## src/rtl/wb_trace_sink.sv

```systemverilog
// wb_trace_sink: writeback trace FIFO with sequence tags and drop counter; WB_SHADOW_RF_EN adds a 32x16 shadow register file
module wb_trace_sink #(
    parameter int DEPTH = 8
) (
    input  logic                       clock_i,
    input  logic                       reset_i,
    input  logic                       wbA_i,
    input  logic [4:0]                 wbAddrA_i,
    input  logic [15:0]                wbValA_i,
    output logic                       traceValid_o,
    input  logic                       traceReady_i,
    output logic [4:0]                 traceAddr_o,
    output logic [15:0]                traceVal_o,
    output logic [7:0]                 traceSeq_o,
    output logic [$clog2(DEPTH):0]     count_o,
    output logic                       full_o,
    output logic                       empty_o,
    output logic [7:0]                 dropCount_o,
    output logic                       overflow_o
`ifdef WB_SHADOW_RF_EN
    ,
    input  logic [4:0]                 rdAddr_i,
    output logic [15:0]                rdVal_o
`endif
);
    localparam int AW = $clog2(DEPTH);
    localparam int CW = AW + 1;
    logic [28:0]   mem [DEPTH];
    logic [AW-1:0] rdPtr, wrPtr;
    logic [7:0]    seq;
    logic          pop, push, drop;
    always_comb begin
        empty_o = count_o == '0;
        full_o = count_o == CW'(DEPTH);
        traceValid_o = !empty_o;
        pop = traceValid_o && traceReady_i;
        push = wbA_i && (!full_o || pop);
        drop = wbA_i && full_o && !pop;
        {traceSeq_o, traceAddr_o, traceVal_o} = empty_o ? 29'd0 : mem[rdPtr];
    end
    always_ff @(posedge clock_i) begin
        if (reset_i) begin
            rdPtr <= '0;
            wrPtr <= '0;
            count_o <= '0;
            seq <= '0;
            dropCount_o <= '0;
            overflow_o <= 1'b0;
        end else begin
            if (wbA_i) seq <= seq + 8'd1;
            if (push) wrPtr <= wrPtr + AW'(1);
            if (pop) rdPtr <= rdPtr + AW'(1);
            count_o <= count_o + CW'(push) - CW'(pop);
            if (drop) begin
                dropCount_o <= dropCount_o + 8'(dropCount_o != 8'hff);
                overflow_o <= 1'b1;
            end
        end
    end
    // Stale slots are masked by empty_o, so storage needs no reset.
    always_ff @(posedge clock_i) begin
        if (push) mem[wrPtr] <= {seq, wbAddrA_i, wbValA_i};
    end
`ifdef WB_SHADOW_RF_EN
    logic [15:0] shadow [32];
    always_ff @(posedge clock_i) begin
        if (reset_i) begin
            for (int i = 0; i < 32; i++) shadow[i] <= '0;
        end else if (wbA_i) begin
            shadow[wbAddrA_i] <= wbValA_i;
        end
    end
    assign rdVal_o = shadow[rdAddr_i];
`endif
endmodule

```

## config.mk

```make
export PLATFORM = sky130hd
export DESIGN_NAME = wb_trace_sink
export DESIGN_NICKNAME = d
export VERILOG_FILES = /design/src/rtl/wb_trace_sink.sv
export SDC_FILE = /design/constraint.sdc
export NUM_CORES = 1
export LEC_CHECK = 0
export BUFFER_PORTS_ARGS = -buffer_cell sky130_fd_sc_hd__buf_2
export CORE_ASPECT_RATIO = 1.5
export CORE_UTILIZATION = 40
export DETAILED_ROUTE_END_ITERATION = 10
export GPL_ROUTABILITY_DRIVEN = 0
export PLACE_DENSITY = 0.64
export SYNTH_ARGS = -nofsm -noshare
export SYNTH_HDL_FRONTEND = slang
export SYNTH_SLANG_ARGS = --single-unit
```

## constraint.sdc

```tcl
create_clock -name clock_i -period 4.3 [get_ports clock_i]
set_input_delay 0.43 -clock clock_i [delete_from_list [all_inputs] [get_ports clock_i]]
set_output_delay 0.43 -clock clock_i [all_outputs]
set_load 0.01 [all_outputs]
```

==> reports/metrics.cfg, run 1 <==
[clocking]
cts_max_level=1
cts-root-buf=clkbuf_16
cts_sinks=262
clock_latency_ps=510
cts_buffers=25
cts_resized=0
cts_tree=yes
hold_buffers=0
path_clk_slew_ps=60
cts_setup_buffers=0
clk_path_buf_depth=3

[yosys]
synth_xor_xnor_area_share=0.0131
synthAdderAreaFrac=0.0157
synthCells=496
yosysWarnings=0
syn_area_per_cell_um2=20.2
muxShareOfSynthArea=0.134
synth_cell_types=36
synth_compound_area_frac=0.0339
ys_seq_elements=262
netlist_area_um2=10000
synthesis.nets=533
ys_seq_area_frac=0.755
synth_top_family_by_area=multiplexers
synthSimpleGateAreaFrac=0.0332

[setup_path]
rr_worst_depth=11
crit_required_ps=3870
startpoint_type=register
r2r-start=count_o[2]$_SDFF_PP0_
cp.arrival_ps=2690
path_class=register to output pin
rrSetupSlack_ps=1540
worstPathMaxFanout=33
end_kind=output pin
r2r-end=count_o[3]$_SDFF_PP0_

[layout]
final_cell_mix=edfxtp_1, buf_2, mux4_2, a22o_1, dfxtp_1
final_cells=922
fin_nets=618
area_growth_pct=15.6
final_common_cell=edfxtp_1
fillers=2059
drive_gt1_frac=0.314
diodes=0
utilization=0.473

[route]
vias=4849
vias_per_cell=5.26
firstDrtPassIters=4
drc=0
initialDrtViolationCount=355
ant_nets=0
routed_wirelength_um=19000
wire_per_inst_um=20.6

[timing]
tns_ps=0
fmax_mhz=321
slew_violations=0
final.period_utilization=0.725
worst_slack_ps=1180
relSlewSlack=0.345
period_minus_slack_ps=3120
rsz0062_at_grt=no
setup_viol_count_final=0
hold_viol=0
worst_pin_slew_ps=977
clock_skew_ps=7.87

[floorplan]
core-area_um2=24500
start_util=0.409
chipWidth_um=131
rows=70
die_area_um2=25700
ios=70
chipHeight_um=196

[global_route]
grt_use_total=0.153
grt_pass1_wl_um=30000
grt_overflow=0
grt_max_degree=34
antenna_found_initial=0
grt_pass1_vias=5165

[place]
io_buffers=69
dp_cells=878
hpwlAfterDp_um=11100
place_ws_ps=1530

[pwr]
p_leak_nw=3.90
ir_drop_v=0.000341
cellPowerDensity_nw_per_um2=572

[worst_hold_path]
worstHoldPathCells=1
min_to=mem[5][2]$_DFFE_PP_
worstHoldStart=wbValA_i[2]
hp-class=input port to register

[outcome]
outcome=finished, final reports clean

[run]
maxCapViolations=0

-- worst max-delay path: stages, from the launching register on --
cell,delay (ps)
dfxtp_4,790
buf_4,420
mux4_2,560
a22o_1,260
buf_2,140
-- where the power goes --
group	internal [W]	switching [W]
combinational	0.000758	0.000754
clock	0.00113	0.000871
sequential	0.00295	0.000168
total	0.00483	0.00179
-- per-stage QoR --
step	cell area (um2)	hold WS, ps	power, W
2_1_floorplan	10000	454	0.00419
3_3_place_gp	10800	435	0.00469
3_5_place_dp	10800	448	0.00472
4_1_cts	11600	170	0.00672
5_1_grt	11600	172	0.00693
6_report	11600	185	0.00662
-- flip-flops by register name (all words and copies together) (netlist names), named ones only --
register / cells
mem: 232
dropCount_o: 8
seq: 8
count_o: 4
rdPtr: 3
wrPtr: 3
overflow_o: 1
-- synth_stat cells (all sizes together) --
master  count  area, um2
or3b        2       17.5
mux4       58       1310
xnor2       6       52.6
a21o        1       7.51
mux2i       4       40.0
dfxtp      30        601
or4         1       11.3
nor3        6       30.0
and3        1       6.26
nand2b      3       18.8
a21oi       7       35.0
a22o       29        254
nor2       24       90.1
o21ai       5       28.8
clkbuf     12       45.0
or2         1       6.26
ha         11        138
nor4        2       12.5
or3         4       25.0
o211ai      2       15.0
nand4       6       37.5
nand2      10       37.5
buf        13       73.8
xor2        9       78.8
edfxtp    232       6970
and2        1       6.26
nand3       3       15.0
nor2b       3       18.8
fa          1       20.0
inv         9       33.8
-- cell type report --
type                            instances  area, um2  share of cell area
Clock inverter                         14        104             0.00896
Clock buffer                           30        644              0.0556
Multi-Input combinational cell        200       2370               0.204
Sequential cell                       262       7570               0.653
Timing Repair Buffer                   83        463              0.0399
Tap cell                              324        405              0.0350
Inverter                                9       33.8             0.00291
-- cell families after synthesis --
logic type               Yosys count
multiplexers                      62
AO/OA/AOI/OAI                     44
buffers and inverters             34
AND/OR/NAND/NOR                   67
adder cells (fa/ha/maj)           12
XOR/XNOR                          15
flip-flops                       262
-- worst max-delay path by stage --
stage          slack (ps)             startpoint  cells after the start               endpoint
2_1_floorplan         660  count_o[2]$_SDFF_PP0_                      5    mem[4][0]$_DFFE_PP_
3_3_place_gp         1610  count_o[2]$_SDFF_PP0_                     11  count_o[3]$_SDFF_PP0_
3_5_place_dp         1530  count_o[2]$_SDFF_PP0_                     11  count_o[3]$_SDFF_PP0_
4_1_cts              1080               register                      4          traceSeq_o[7]
5_1_grt               970               register                      4          traceSeq_o[7]
6_report             1180               register                      4          traceVal_o[3]
-- per-layer routing --
metal / GRT usage / vias up / wire (um)
met2: 0.278 / 107 / 10300
met3: 0.0217 / 21 / 785
met4: 0.0413 / 0 / 286
li1: - / 2191 / -
met5: 0 / - / 0
met1: 0.190 / 2530 / 7570
(Power assumes the default switching activity.)
==> inputs of run 2 (changes only) <==
Settings changed: ABC_AREA set to 1.
Clock period 4.3 ns to 2.8 ns, I/O delays scaled along.
==> run 2 against run 1 <==
Against the previous run:
- the run now ends with design-rule violations left
- final cell count grew 49%
- largest cell class unchanged
- combinational power grew 89%
- critical path type unchanged
- largest power group unchanged
- non-clock buffer count grew 3
- wire length grew 15%
==> reports/metrics.cfg, run 2 <==
[outcome]
outcome=finished, violations left
violations=design-rule violations

[yosys]
synth_xor_xnor_area_share=0.00489  ; -0.00821
yosys.area.top_type=edfxtp_1
ys_seq_area_frac=0.704  ; -0.0503
syn_area_per_cell_um2=11.3  ; -44%
synth.most_common_cell=nor2_1
synth_compound_area_frac=0.0792  ; +0.0452
synthSimpleGateAreaFrac=0.157  ; +0.124
synthCells=954  ; +92%
synth_edf_count=232  ; unchanged
synthesis.nets=991  ; +86%
yosysWarnings=0  ; unchanged
muxShareOfSynthArea=0  ; -0.134
ys_top_cells_by_count=nor2_1, edfxtp_1, o21ai_0, nand2_1, nand3_1
netlist_area_um2=10700  ; +7.1%
synth_top_area_share=0.648  ; -0.0464
ys_seq_elements=262  ; unchanged
synth_cell_types=26  ; -28%
synth_top_family_by_area=simple AND/OR/NAND/NOR gates
synth_area_leaders=edfxtp_1, nor2_1, o21ai_0
synthFlopType=edfxtp_1
synthAdderAreaFrac=0.0147  ; -0.00105
async_flop_share=0  ; unchanged

[setup_path]
crit_required_ps=2520  ; -1350 ps
startpoint_type=register
rr_worst_depth=11  ; unchanged
path_class=register to output pin
cp.arrival_ps=2310  ; -380 ps
end_kind=output pin
worstPathMaxFanout=38  ; +15%

[timing]
relSlewSlack=0.645  ; +0.299
whs_ps=34.9  ; -150 ps
rsz0062_at_grt=no
fmax_mhz=386
slew_violations=0  ; unchanged
worst_pin_slew_ps=533  ; -444 ps
final.period_utilization=0.925
period_minus_slack_ps=2590
hold_viol=0  ; unchanged
clock_skew_ps=10.9  ; +2.98 ps
worst_slack_ps=211  ; -969 ps
setup_viol_count_final=0  ; unchanged

[layout]
final_cell_mix=nor2_1, edfxtp_1, o21ai_0, nand2_1, buf_2
fillers=2364  ; +15%
stdcell_area_um2=12300  ; +5.8%
final_cells=1371  ; +49%
area_growth_pct=14.1
largest_reg_flops=232  ; unchanged
fin_nets=1053  ; +70%
drive_gt1_frac=0.137  ; -0.177
reg.largest.list=mem: 232 flops, dropCount_o: 8 flops, seq: 8 flops
regMostFlops=mem
final_common_cell=nor2_1

[floorplan]
rows=73  ; +4.3%
ios=70  ; unchanged
chipHeight_um=203  ; +3.5%
die_area_um2=27500  ; +7.1%
chipWidth_um=136  ; +3.5%
core-area_um2=26500  ; +8.0%
start_util=0.406  ; -0.00326

[worst_hold_path]
hp-class=input port to register
worstHoldPathCells=1  ; unchanged

[clocking]
clk_path_buf_depth=3  ; unchanged
clock_latency_ps=510  ; about the same
cts_buffers=24  ; -4.0%
path_clk_slew_ps=70  ; about the same
cts_tree=yes
cts_max_level=1  ; unchanged
cts_sinks=262  ; unchanged
cts-root-buf=clkbuf_16

[global_route]
grt_use_total=0.163  ; +0.0107
grt_pass1_wl_um=34900  ; +16%
grt_pass1_vias=6699  ; +30%
grt_overflow=0  ; unchanged
antenna_found_initial=1  ; +1
grt_max_degree=78  ; +130%

[place]
place_ws_ps=469  ; -1060 ps
dp_cells=1327  ; +51%
placed_cell_area_um2=11500  ; +5.8%
io_buffers=69  ; unchanged
hpwlAfterDp_um=11600  ; +4.6%

[route]
drc=2  ; +2
firstDrtPassIters=8  ; +4
initialDrtViolationCount=442  ; +25%
top_layer_used=met4
vias=6837  ; +41%
wire_per_inst_um=15.9  ; -23%
routed_wirelength_um=21800  ; +15%
wl_met3_um=1030  ; +31%
dr_wl_met2_um=11600  ; +13%
ant_nets=0  ; unchanged
vias_per_cell=4.99  ; -5.2%
wl_met1_um=8700  ; +15%

[pwr]
power_w=0.0108  ; +63%
ir_drop_v=0.000770  ; +130%
p_leak_nw=4.42  ; +13%
cellPowerDensity_nw_per_um2=881  ; +54%

[run]
maxCapViolations=0  ; unchanged

==> run 2: worst paths after layout <==
| kind | from | to | slack [ps] |
|---|---|---|---|
| max | register | traceSeq_o[7] | 210 |
| max reg2reg | count_o[2]$_SDFF_PP0_ | count_o[1]$_SDFF_PP0_ | 440 |
| min | wbValA_i[12] | mem[1][12]$_DFFE_PP_ | 30 |
| min reg2reg | rdPtr[2]$_SDFFE_PP0P_ | register | 470 |
==> run 2: area by class of cell <==
class / count / area [um2] / area share
Sequential cell: 262 / 7570 / 0.617
Clock buffer: 28 / 637 / 0.0519
Antenna cell: 1 / 2.50 / 0.000204
Tap cell: 337 / 422 / 0.0344
Clock inverter: 15 / 153 / 0.0124
Inverter: 31 / 121 / 0.00989
Multi-Input combinational cell: 611 / 2800 / 0.228
Timing Repair Buffer: 86 / 561 / 0.0457
==> run 2: kinds of logic (layout without fill, tap and decap cells) <==
group,count (synthesis),after routing
AOI/OAI and AO/OA,170,170
xor gates and xnor gates,6,6
adders and majority gates,12,12
buffers and inverters,81,160
DFF,262,262
other,0,1
and+or+nand+nor,423,423
==> run 2: power by group <==
| group | switching [W] | total (W) | internal [W] |
|---|---|---|---|
| Combinational | 0.00186 | 0.00286 | 0.00100 |
| Clock | 0.00135 | 0.00326 | 0.00190 |
| Sequential | 0.000198 | 0.00469 | 0.00449 |
==> run 2: stage by stage <==
step / util / TNS, ps
2_1_floorplan: - / -83790
3_3_place_gp: 0.433 / 0
3_5_place_dp: 0.433 / 0
4_1_cts: 0.463 / 0
5_1_grt: 0.463 / 0
6_report: 0.463 / 0
==> run 2: critical path, stage by stage, from the launching register on <==
cell	delay [ps]
dfxtp_4	650
buf_4	370
nor2_1	90
nor2_1	80
o21ai_0	80
nand3_1	90
nand2_1	60
nor2_1	190
buf_2	170
==> run 2: timing repair <==
item	4_1_cts	5_1_grt
hold buffers	0	0
setup buffers	0	0
endpoints found under the setup margin	0	5
resized for setup	0	2
==> run 2: routing by layer <==
layer | track usage | vias to the layer above
li1 | - | 3404
met1 | 0.189 | 3254
met2 | 0.306 | 154
met3 | 0.0235 | 25
met4 | 0.0498 | 0
met5 | 0 | -
==> inputs of run 3 (changes only) <==
==> constraint.sdc (replaced) <==
create_clock -name clock_i -period 2.8 [get_ports clock_i]
set_input_delay 0.42 -clock clock_i [delete_from_list [all_inputs] [get_ports clock_i]]
set_output_delay 0.42 -clock clock_i [all_outputs]
set_load 0.01 [all_outputs]
==> run 3 against run 2 <==
Against the previous run:
- global-route usage is 0.064 points lower
- combinational power is 3% higher
- via count is 1.1% higher
- clock skew is 7.1 ps higher
- maximum frequency is 1.9% lower
- largest cell class unchanged
- flip-flop and latch count stayed put
- the run now ends clean
- sequential share of layout area is 0.22 points lower
- sequential power is 1% lower
- worst hold slack better by 130 ps
- critical path depth is 1 lower
- highest routed layer unchanged
- total power is 0.51% higher
- setup slack worse by 51 ps
- critical endpoint is now traceSeq_o[5]
==> reports/metrics.cfg, run 3 (synthesis results as in run 2) <==
[outcome]
outcome=finished, final reports clean

[layout]
final_cells=1375  ; +0.29%
largest_reg_flops=232  ; unchanged
reg.largest.list=mem: 232 flops, dropCount_o: 8 flops, seq: 8 flops
final_common_cell=nor2_1
fin_nets=1057  ; +0.38%
utilization=0.465  ; +0.00165
area_growth_pct=14.6
final_cell_mix=nor2_1, edfxtp_1, o21ai_0, nand2_1, buf_2
diodes=0  ; -1
regMostFlops=mem
drive_gt1_frac=0.139  ; +0.00126

[timing]
hold_viol=0  ; unchanged
period_minus_slack_ps=2640  ; +50.6 ps
setup_viol_count_final=0  ; unchanged
tns_ps=0  ; unchanged
rsz0062_at_grt=no
fmax_mhz=379  ; -1.9%
final.period_utilization=0.943  ; +0.0181
worst_slack_ps=161  ; -50.6 ps
clock_skew_ps=17.9  ; +7.07 ps
slew_violations=0  ; unchanged
relSlewSlack=0.434  ; -0.210
worst_pin_slew_ps=848  ; +316 ps

[global_route]
grt_pass1_vias=6832  ; +2.0%
antenna_found_initial=0  ; -1
grt_overflow=0  ; unchanged
grt_max_degree=66  ; -15%
grt_use_total=0.163  ; -0.000637
grt_pass1_wl_um=34400  ; -1.2%

[clocking]
clock_latency_ps=520  ; about the same
cts_tree=yes
cts_max_level=1  ; unchanged
path_clk_slew_ps=60  ; about the same
cts_sinks=262  ; unchanged
clk_path_buf_depth=3  ; unchanged
cts-root-buf=clkbuf_16
cts_buffers=25  ; +4.2%

[run]
maxCapViolations=0  ; unchanged

[route]
vias=6915  ; +1.1%
routed_wirelength_um=22000  ; +0.78%
initialDrtViolationCount=440  ; -0.45%
vias_per_cell=5.03  ; +0.85%
firstDrtPassIters=7  ; -1
drc=0  ; -2
wire_per_inst_um=16.0  ; +0.49%
ant_nets=0  ; unchanged

[floorplan]
die_area_um2=27500  ; unchanged
chipHeight_um=203  ; unchanged
chipWidth_um=136  ; unchanged
ios=70  ; unchanged
core-area_um2=26500  ; unchanged
rows=73  ; unchanged
start_util=0.406  ; unchanged

[pwr]
cellPowerDensity_nw_per_um2=882  ; +0.15%
swShare=0.317  ; +0.00154
p_leak_nw=4.44  ; +0.39%
internal-power_w=0.00742  ; +0.28%
combPwrFrac=0.273  ; +0.008
ir_drop_v=0.000581  ; -24%
sequentialPowerShare=0.426  ; -0.008
power.share.clock=0.301  ; about the same
p_switching_w=0.00344  ; +1.0%

[setup_path]
end_kind=output pin
cp.arrival_ps=2220  ; -90 ps
worstPathMaxFanout=40  ; +5.3%
crit_required_ps=2380  ; -140 ps
startpoint_type=register
path_class=register to output pin
r2r-start=count_o[2]$_SDFF_PP0_

[place]
hpwlAfterDp_um=12100  ; +3.8%
io_buffers=69  ; unchanged
place_ws_ps=476  ; +6.93 ps
dp_cells=1329  ; +0.15%

[worst_hold_path]
worstHoldStart=wbValA_i[15]
hp-class=input port to register

## run 3: cell count changes in the layout (fill, tap and decap cells not counted)
cell / previous run / this run
inv_4: 2 / 1
inv_6: 0 / 1
diode_2: 1 / 0
buf_12: 7 / 8
clkinv_4: 1 / 0
clkinv_1: 5 / 8
clkinv_2: 4 / 2
inv_2: 1 / 2
clkinvlp_2: 0 / 1
buf_6: 0 / 2
## run 3: per-stage QoR
stage | area, um2 | hold WS [ps] | total power (W)
2_1_floorplan | 10700 | 433 | 0.00674
3_3_place_gp | 11500 | 438 | 0.00763
3_5_place_dp | 11500 | 452 | 0.00769
4_1_cts | 12300 | 147 | 0.0110
5_1_grt | 12300 | 158 | 0.0115
6_report | 12300 | 161 | 0.0109
## run 3: path summary, 6_finish.rpt
kind / end / slack (ps) / depth (start not counted)
worst max-delay path: traceSeq_o[5] / 160 / 7
worst max register to register: count_o[2]$_SDFF_PP0_ / 480 / 12
worst min-delay path: mem[1][15]$_DFFE_PP_ / 160 / 1
worst min register to register: register / 470 / 2
## run 3: routing by layer
layer,global-route usage,part of all wire
met1,0.184,0.40
met2,0.301,0.53
met3,0.0232,0.045
met4,0.0682,0.026
met5,0,0
## run 3: worst max-delay path, cell delays in order, from the launching register on
cell and delay [ps]:
dfxtp_4 430, inv_4 290, buf_12 250, o21ai_0 120, nand3_1 90, nand2_1 60, nor2_1 270, buf_2 200
## run 3: area by class of cell
class                      instances  area [um2]
timing repair buffer              89         603
clock buffer                      28         637
inverter                          31         119
clock inverter                    17         159
sequential                       262        7570
tap                              337         422
multi-input combinational        611        2800
fill                            2332       14200
## run 3: power groups by stage
| stage | clock network (W) | logic, W | registers (W) |
|---|---|---|---|
| after global placement | 0 | 0.00291 | 0.00472 |
| after detailed placement | 0 | 0.00296 | 0.00473 |
| after floorplan | 0 | 0.00208 | 0.00467 |
| final | 0.00327 | 0.00296 | 0.00463 |
| after CTS | 0.00333 | 0.00298 | 0.00465 |
| after global routing | 0.00347 | 0.00335 | 0.00465 |
## run 3: what timing repair did
item,CTS,global route
buffers inserted,0,1
endpoints found under the setup margin,1,5
gates cloned,0,0
hold buffers,0,0
gates resized for setup,1,0
